===== config.mk =====
export PLATFORM = sky130hd
export DESIGN_NAME = rr_mux_arbiter
export DESIGN_NICKNAME = d
export VERILOG_FILES = /design/src/rtl/rr_arb_pkg.sv /design/src/rtl/rr_pick.sv /design/src/rtl/rr_mux_arbiter.sv
export SDC_FILE = /design/constraint.sdc
export NUM_CORES = 1
export LEC_CHECK = 0
export CAP_MARGIN = 20
export CORE_UTILIZATION = 25
export DETAILED_ROUTE_END_ITERATION = 10
export PLACE_DENSITY = 0.68
export SYNTH_ARGS = -nofsm -noshare
export SYNTH_HDL_FRONTEND = slang
export SYNTH_SLANG_ARGS = --single-unit

===== constraint.sdc =====
create_clock -name clk -period 1.9 [get_ports clk]
set_input_delay 0.475 -clock clk [delete_from_list [all_inputs] [get_ports clk]]
set_output_delay 0.475 -clock clk [all_outputs]
set_load 0.01 [all_outputs]

===== src/rtl/rr_arb_pkg.sv =====
// Shared constants and state type for the round-robin mux arbiter.
package rr_arb_pkg;

    localparam int unsigned N_REQ = 4;
    localparam int unsigned SEL_W = 2;

    typedef enum logic {
        IDLE = 1'b0,
        BUSY = 1'b1
    } arb_state_t;

endpackage


===== src/rtl/rr_pick.sv =====
// Combinational round-robin picker: searches ptr+1, ptr+2, ptr+3, ptr and
// returns the first requester with req high.
module rr_pick
    import rr_arb_pkg::*;
(
    input  logic [N_REQ-1:0] req,
    input  logic [SEL_W-1:0] ptr,
    output logic             found,
    output logic [SEL_W-1:0] idx
);

    logic [SEL_W-1:0] w_cand;

    // Walk from lowest to highest priority so the nearest hit overwrites.
    always_comb begin
        found  = 1'b0;
        idx    = ptr;
        w_cand = ptr;
        for (int k = N_REQ; k >= 1; k--) begin
            w_cand = ptr + SEL_W'(k);
            if (req[w_cand]) begin
                found = 1'b1;
                idx   = w_cand;
            end
        end
    end

endmodule


===== src/rtl/rr_mux_arbiter.sv =====
// Round-robin arbiter holding a grant per burst and muxing four data lanes
// onto one valid/ready port. Optional per-grant hold limit: ARB_HOLD_LIMIT_EN.
module rr_mux_arbiter
    import rr_arb_pkg::*;
#(
    parameter int unsigned DATA_W   = 8,
    parameter int unsigned MAX_HOLD = 4
) (
    input  logic                      clk,
    input  logic                      rst,
    input  logic [N_REQ-1:0]          req,
    input  logic [N_REQ*DATA_W-1:0]   in_data,
    output logic [N_REQ-1:0]          ack,
    output logic [N_REQ-1:0]          grant,
    output logic [SEL_W-1:0]          sel,
    output logic                      out_valid,
    output logic [DATA_W-1:0]         out_data,
    input  logic                      out_ready
);

    if (MAX_HOLD == 0) begin : g_max_hold_chk
        $error("MAX_HOLD must be >= 1");
    end

    arb_state_t        r_state, w_state_nxt;
    logic [N_REQ-1:0]  r_grant, w_grant_nxt;
    logic [SEL_W-1:0]  r_sel, w_sel_nxt;
    logic [SEL_W-1:0]  r_ptr, w_ptr_nxt;
    logic              w_busy, w_req_sel, w_xfer, w_release;
    logic              w_found;
    logic [SEL_W-1:0]  w_idx;

    rr_pick u_pick (
        .req   (req),
        .ptr   (r_ptr),
        .found (w_found),
        .idx   (w_idx)
    );

    // Combinational datapath: mux, valid and per-requester strobe.
    assign w_busy    = (r_state == BUSY);
    assign w_req_sel = req[r_sel];
    assign out_valid = w_busy & w_req_sel;
    assign w_xfer    = out_valid & out_ready & ~rst;
    assign ack       = r_grant & {N_REQ{w_xfer}};
    assign out_data  = w_busy ? in_data[r_sel*DATA_W +: DATA_W] : '0;
    assign grant     = r_grant;
    assign sel       = r_sel;

`ifdef ARB_HOLD_LIMIT_EN
    localparam int unsigned HOLD_W = $clog2(MAX_HOLD + 1);

    logic [HOLD_W-1:0] r_hold_cnt, w_hold_cnt_nxt;
    logic              w_hold_last, w_others;

    assign w_hold_last = (r_hold_cnt == HOLD_W'(MAX_HOLD - 1));
    assign w_others    = |(req & ~r_grant);
    assign w_release   = ~w_req_sel | (w_xfer & w_hold_last & w_others);
`else
    assign w_release   = ~w_req_sel;
`endif

    // Next-state: grant on idle, re-arbitrate on release without a bubble.
    always_comb begin
        w_state_nxt    = r_state;
        w_grant_nxt    = r_grant;
        w_sel_nxt      = r_sel;
        w_ptr_nxt      = r_ptr;
`ifdef ARB_HOLD_LIMIT_EN
        w_hold_cnt_nxt = r_hold_cnt;
`endif
        if ((r_state == IDLE) || w_release) begin
            if (w_found) begin
                w_state_nxt    = BUSY;
                w_grant_nxt    = N_REQ'(1) << w_idx;
                w_sel_nxt      = w_idx;
                w_ptr_nxt      = w_idx;
            end else begin
                w_state_nxt    = IDLE;
                w_grant_nxt    = '0;
            end
`ifdef ARB_HOLD_LIMIT_EN
            w_hold_cnt_nxt = '0;
        end else if (w_xfer) begin
            // Limit reached with nobody waiting: keep the grant, restart count.
            w_hold_cnt_nxt = w_hold_last ? '0 : r_hold_cnt + HOLD_W'(1);
`endif
        end
    end

    always_ff @(posedge clk) begin
        if (rst) begin
            r_state    <= IDLE;
            r_grant    <= '0;
            r_sel      <= '0;
            r_ptr      <= SEL_W'(N_REQ - 1);
`ifdef ARB_HOLD_LIMIT_EN
            r_hold_cnt <= '0;
`endif
        end else begin
            r_state    <= w_state_nxt;
            r_grant    <= w_grant_nxt;
            r_sel      <= w_sel_nxt;
            r_ptr      <= w_ptr_nxt;
`ifdef ARB_HOLD_LIMIT_EN
            r_hold_cnt <= w_hold_cnt_nxt;
`endif
        end
    end

endmodule


==> results of run 1 <==
==> stage by stage <==
step	power (mW)	instances	util
3_3_place_gp	0.7242	190	0.5111
3_5_place_dp	0.7347	190	0.5111
2_1_floorplan	0.4718	74	-
6_report	0.9284	199	0.5164
5_1_grt	0.9843	199	0.5164
4_1_cts	0.8988	198	0.5008
==> timing repair <==
action / CTS / global route
buffers inserted: 4 / 1
pin swaps: 14 / 2
endpoints found under the setup margin: 17 / 16
resized for setup: 106 / 8
==> worst max-delay path, cell delays in order, from the launching register on <==
cell	delay (ns)
dfxtp_4	0.38
buf_6	0.11
mux2i_4	0.25
o22ai_4	0.09
and3b_2	0.22
and2_1	0.13
buf_2	0.13
==> cells by family (layout without fill, tap and decap cells) <==
kind of cell / after synthesis / in the layout / share of synthesized area
AND/OR/NAND/NOR: 37 / 37 / 0.3037
AO/OA/AOI/OAI: 14 / 14 / 0.1402
multiplexers: 10 / 10 / 0.3022
flip-flops: 9 / 9 / 0.2243
buffers and inverters: 4 / 85 / 0.02959
==> report_power, final <==
| part | total, mW | switching [mW] | internal [mW] | leakage [nW] |
|---|---|---|---|---|
| Sequential | 0.243 | 0.0251 | 0.218 | 0.0751 |
| Combinational | 0.535 | 0.198 | 0.337 | 0.621 |
| Clock | 0.150 | 0.0691 | 0.0810 | 0.0150 |
==> cells in the mapped netlist (2+ instances only) <==
cell / n
a21oi_1: 5
and2_1: 12
and3b_1: 2
dfxtp_1: 9
inv_1: 2
mux4_1: 8
nand2_1: 3
nand2b_1: 4
nand3b_1: 4
o41ai_1: 4
or2_2: 2
or2b_1: 3
==> path summary, 6_finish.rpt <==
path	slack, ns	cells after the start	endpoint
worst max-delay path	-0.15	6	ack[0]
worst max register to register	0.07	7	sel[0]
worst min-delay path	0.51	2	grant[0]
worst min register to register	0.51	2	grant[0]
==> layer usage <==
| metal | wire [µm] | track usage | vias up |
|---|---|---|---|
| met5 | 0 | 0 | - |
| met4 | 21 | 0.04082 | 0 |
| met3 | 364 | 0.05495 | 4 |
| met2 | 1317 | 0.2578 | 52 |
| met1 | 1020 | 0.1710 | 424 |
| li1 | - | - | 447 |
==> flip-flops by register name, indices dropped and copies added, names as in the netlist <==
signal,count
grant,4
sel,2
r_ptr,2
r_state,1
==> area by class of cell <==
type,count,area share
Timing Repair Buffer,79,0.4381
Multi-Input combinational cell,61,0.3889
Sequential cell,9,0.1167
Tap cell,44,0.03492
Clock buffer,4,0.01667
Inverter,2,0.004762
==> summary.txt, run 1 <==
Outcome
  – Failing checks: negative setup slack
  – Status: finished with violations

Die
  – Initial Util: 0.2631
  – Core box area: around 0.003 mm²
  – Die width: about 60 µm
  – Die Y: 58.69 µm
  – Row count: 20
  – Die area: 0.003444 mm²
  – # IOs: 58

Drt
  – DRT iter0 DRCs: 48
  – Routed WL: 2.723 mm
  – Avg Vias per Cell: 4.658
  – Total number of vias: between 900 and 1,000
  – Residual DRC: 0
  – Remaining antenna violation count: 0
  – Pre-antenna DRT Iters: 4
  – WL/cell: 13.68 µm

Final layout
  – Most frequent cells in the layout: 36 x dlygate4sd2_1, 16 x buf_4, 9 x and2_1, 9 x buf_2
  – Area Growth Syn to Fin: 96.26%
  – Multi-input logic area: 613.1 µm²
  – Nets: 195
  – Layout cells sized above 1: 0.3871
  – FF+latch area: approximately 180 µm²
  – Fill cells: 295
  – Antenna fix cells: 0
  – Design Area, Final: approximately 0.0016 mm²
  – Commonest non-fill, non-tap cell in the layout: dlygate4sd2_1

Timing
  – Actual slew at the worst max-slew pin: 0.4077 ns
  – Max-slew headroom: 0.7276
  – RSZ-0062 raised after global routing: true
  – Tcrit/Tclk final: 1.081
  – Setup-failing EPs final: 13
  – Final hold violation count: 0
  – Slew Limit Fails: 0
  – Highest Clock Rate: 486.8 MHz
  – Post-Route Setup TNS: -1.766 ns
  – Hold_ws: about 0.51 ns
  – Final Skew: 0.008041 ns
  – Final Critical Period: about 2.1 ns
  – Fin worst setup slack: -0.1544 ns

Critical path
  – CP required: around 1.4 ns
  – Critical path arrival: 1.58 ns
  – CP max FO: 4
  – Worst Setup SP: sel[0]
  – Worst R2R Start: sel[0]
  – Crit path kind: flip-flop to output port
  – CP Launch Type: flip-flop
  – Critical Path End Type: output port

Job
  – Number of max-cap violations: 0

Yosys
  – Syn avg cell area: 10.86 µm²
  – Mapped cell area: about 800 µm²
  – Top FF cell, synth: dfxtp_1
  – Syn. warnings: 0
  – Leading post-synthesis cells by cell area: mux4_1 26%, dfxtp_1 22%, and2_1 9.3%
  – Cells after synthesis: 74
  – Distinct cells, synth: 28
  – Post-synth net total: 113
  – Area leader, netlist: mux4_1
  – Seq/Total Area, Yosys: 0.2243
  – #FFs+latches synth: 9
  – Asr flop ratio synth: 0
  – Share of the synthesized area in the top cell type: 0.2617
  – EDFF count, synth: 0

Pwr
  – LEAKAGE: between 0.7 and 0.8 nW
  – VDD IR max: 0.3177 mV
  – Power Density: 588.9 mW/mm²

Clock tree
  – H-tree levels: 1
  – TritonCTS clock tree: done
  – Post-cts hold buffer count: 0
  – Max clock buf depth: 2
  – Root Buffer: clkbuf_4
  – Clk slew on worst S/H paths: 0.07 ns
  – Clock latency on the worst-skew pair: between 0.2 and 0.3 ns
  – CTS sink count: 9
  – CTS buffer count: 3

Hold path
  – HP Class: flip-flop to flip-flop
  – Min-delay src: grant[0]

Global route
  – First-pass GRT wire length: 3.898 mm
  – Largest net degree at the start of global routing: 11
  – GRT Resource Usage Total: 0.1483
  – Initial antenna violation count: 0
  – Vias in the first global route: 851
  – GRT overflow: 0

Placement
  – Pre-CTS setup slack: -0.7466 ns
  – Final Wtd Congestion: 0.7466
  – IO buf count: 57
  – Placed cell areas: 0.001560 mm²
Note: power is estimated with default switching activity, not from simulation.
==> inputs of run 2 (changes only) <==
CELL_PAD_IN_SITES_DETAIL_PLACEMENT = 1   (was unset)
CELL_PAD_IN_SITES_GLOBAL_PLACEMENT = 1   (was unset)
CORE_UTILIZATION = 24   (was 25)
PLACE_DENSITY = 0.86   (was 0.68)
==> summary.txt, run 2 (same netlist as run 1, synthesis figures left out) <==
Clock tree
  – TritonCTS clock tree: done (unchanged)
  – Root Buffer: clkbuf_4 (unchanged)
  – H-tree levels: 1 (unchanged)
  – Clock latency on the worst-skew pair: 0.28 ns (was 0.26 ns)
  – CTS buffer count: 3 (unchanged)
  – Max clock buf depth: 2 (unchanged)
  – Clk slew on worst S/H paths: 0.07 ns (about the same)
  – CTS sink count: 9 (unchanged)

Global route
  – Largest net degree at the start of global routing: 10 (was 11)
  – Grt peak-use layer: met2 (unchanged)
  – Initial antenna violation count: 0 (unchanged)
  – GRT overflow: 0 (unchanged)
  – Vias in the first global route: 1,059 (was 851)
  – GR Util met3: 0.04978 (was 0.05495)
  – GRT met1 Usage: 0.1816 (was 0.1710)
  – First-pass GRT wire length: 4.899 mm (was 3.898 mm)
  – GRT Resource Usage Total: 0.1877 (was 0.1483)
  – Met2 Use GR: 0.3746 (was 0.2578)

Pwr
  – Sw power: 0.3251 mW (was 0.2926 mW)
  – Sequential share of power: 0.255 (was 0.262)
  – Internal power: 0.6444 mW (was 0.6357 mW)
  – Clock share of power: 0.168 (was 0.162)
  – LEAKAGE: 0.7325 nW (was 0.7111 nW)
  – Sw frac: 0.3354 (was 0.3152)
  – Comb power frac: 0.576 (was 0.577)
  – Power Density: 598.8 mW/mm² (was 588.9 mW/mm²)
  – VDD IR max: 0.2598 mV (was 0.3177 mV)

Hold path
  – HP Class: flip-flop to flip-flop (unchanged)

Final layout
  – Utilization after layout: 0.5218 (was 0.5164)
  – Area Growth Syn to Fin: 101.6% (was 96.26%)
  – Nets: 197 (was 195)
  – Antenna fix cells: 0 (unchanged)
  – Layout cells sized above 1: 0.4268 (was 0.3871)
  – Max FFs per register: 4 (unchanged)
  – Commonest non-fill, non-tap cell in the layout: dlygate4sd2_1 (unchanged)
  – Most frequent cells in the layout: 36 x dlygate4sd2_1, 18 x buf_4, 14 x buf_6 (was 36 x dlygate4sd2_1, 16 x buf_4, 9 x and2_1, 9 x buf_2)
  – Final cell count without fillers: 201 (was 199)

Placement
  – IO buf count: 57 (unchanged)
  – Pre-CTS setup slack: -0.8097 ns (was -0.7466 ns)
  – Final Wtd Congestion: 0.6768 (was 0.7466)
  – Number of cells after detailed placement: 191 (was 190)
  – DP HPWL: 2.752 mm

Drt
  – Residual DRC: 0 (unchanged)
  – Avg Vias per Cell: 4.881 (was 4.658)
  – Remaining antenna violation count: 0 (unchanged)
  – Routed WL: 3.462 mm (was 2.723 mm)
  – DRT iter0 DRCs: 34 (was 48)
  – Pre-antenna DRT Iters: 3 (was 4)
  – Total number of vias: 981 (was 927)
  – WL/cell: 17.22 µm (was 13.68 µm)

Critical path
  – CP required: 1.42 ns (about the same)
  – CP max FO: 4 (unchanged)
  – Crit path kind: flip-flop to output port (unchanged)
  – Critical Path End Type: output port (unchanged)
  – CP Launch Type: flip-flop (unchanged)
  – Critical path arrival: 1.73 ns (was 1.58 ns)

Timing
  – Setup-failing EPs final: 12 (was 13)
  – Slew Limit Fails: 0 (unchanged)
  – RSZ-0062 raised after global routing: true (unchanged)
  – Final Skew: 0.001680 ns (was 0.008041 ns)
  – Highest Clock Rate: 453.8 MHz (was 486.8 MHz)
  – Max-slew headroom: 0.7655 (was 0.7276)
  – Actual slew at the worst max-slew pin: 0.3510 ns (was 0.4077 ns)
  – Final Critical Period: 2.204 ns (was 2.054 ns)
  – Final hold violation count: 0 (unchanged)
  – Tcrit/Tclk final: 1.160 (was 1.081)
  – Fin worst setup slack: -0.3036 ns (was -0.1544 ns)

Outcome
  – Status: finished with violations (unchanged)
  – Failing checks: negative setup slack (unchanged)

Die
  – Initial Util: 0.2589 (was 0.2631)
  – Die Y: 59.85 µm (was 58.69 µm)
  – Core box area: 0.003103 mm² (was 0.003053 mm²)
  – Row count: 20 (unchanged)
  – Die width: 59.85 µm (was 58.69 µm)
  – # IOs: 58 (unchanged)
  – Die area: 0.003582 mm² (was 0.003444 mm²)

Job
  – Number of max-cap violations: 0 (unchanged)
## run 2: changes by cell type in the layout (fill, tap and decap cells not counted), sizes merged
cell | before | now
buf | 35 | 37
## run 2: cell type report
cell class	instances	area [µm²]
flip-flops and latches	9	185.2
multi-input cells	61	621.8
fillers	382	1484
clock buffers	4	26.28
repair buffers	81	723.2
well taps	44	55.05
inverters	2	7.507
## run 2: timing repair
action                     4_1_cts  5_1_grt
gates resized for setup        115       12
setup buffers                    5        3
pin swaps                       12        2
hold buffers                     0        0
setup endpoints to repair       20       15
## run 2: power by group through the flow
stage / combinational [mW] / sequential (mW) / clock (mW)
final: 0.559 / 0.248 / 0.163
after detailed placement: 0.509 / 0.246 / 0
after CTS: 0.527 / 0.246 / 0.161
after global routing: 0.592 / 0.251 / 0.171
after floorplan: 0.225 / 0.247 / 0
after global placement: 0.483 / 0.243 / 0
## run 2: worst max-delay path, cell delays in order, from the launching register on
cell and delay, ns:
dfxtp_4 0.39, buf_6 0.11, mux2i_4 0.26, o22ai_4 0.09
and3b_2 0.22, buf_6 0.12, and2_4 0.15, buf_6 0.11
## run 2: worst paths after layout
path | from | endpoint | slack [ns] | depth (start not counted)
setup / recovery | sel[0] | ack[2] | -0.30 | 7
setup reg to reg | sel[0] | sel[0] | 0.12 | 6
hold reg to reg | sel[1] | sel[1] | 0.50 | 2
hold / removal | sel[1] | sel[1] | 0.50 | 2
## run 2: through the flow
| stage | hold WS (ns) | total power [mW] | TNS [ns] | instance area, µm² |
|---|---|---|---|---|
| floorplan | 0.4524 | 0.4718 | 0 | 810.8 |
| global placement | 0.4746 | 0.7263 | -10.30 | 1568 |
| detailed placement | 0.4968 | 0.7555 | -11.49 | 1568 |
| CTS | 0.5095 | 0.9334 | -2.953 | 1564 |
| global route | 0.5316 | 1.014 | -3.273 | 1619 |
| finish | 0.5050 | 0.9695 | -2.747 | 1619 |
## run 2: layer usage
layer / share of wire / wire length (µm)
met2: 0.52 / 1804
met3: 0.095 / 330
met4: 0.025 / 85
met5: 0 / 0
met1: 0.36 / 1241
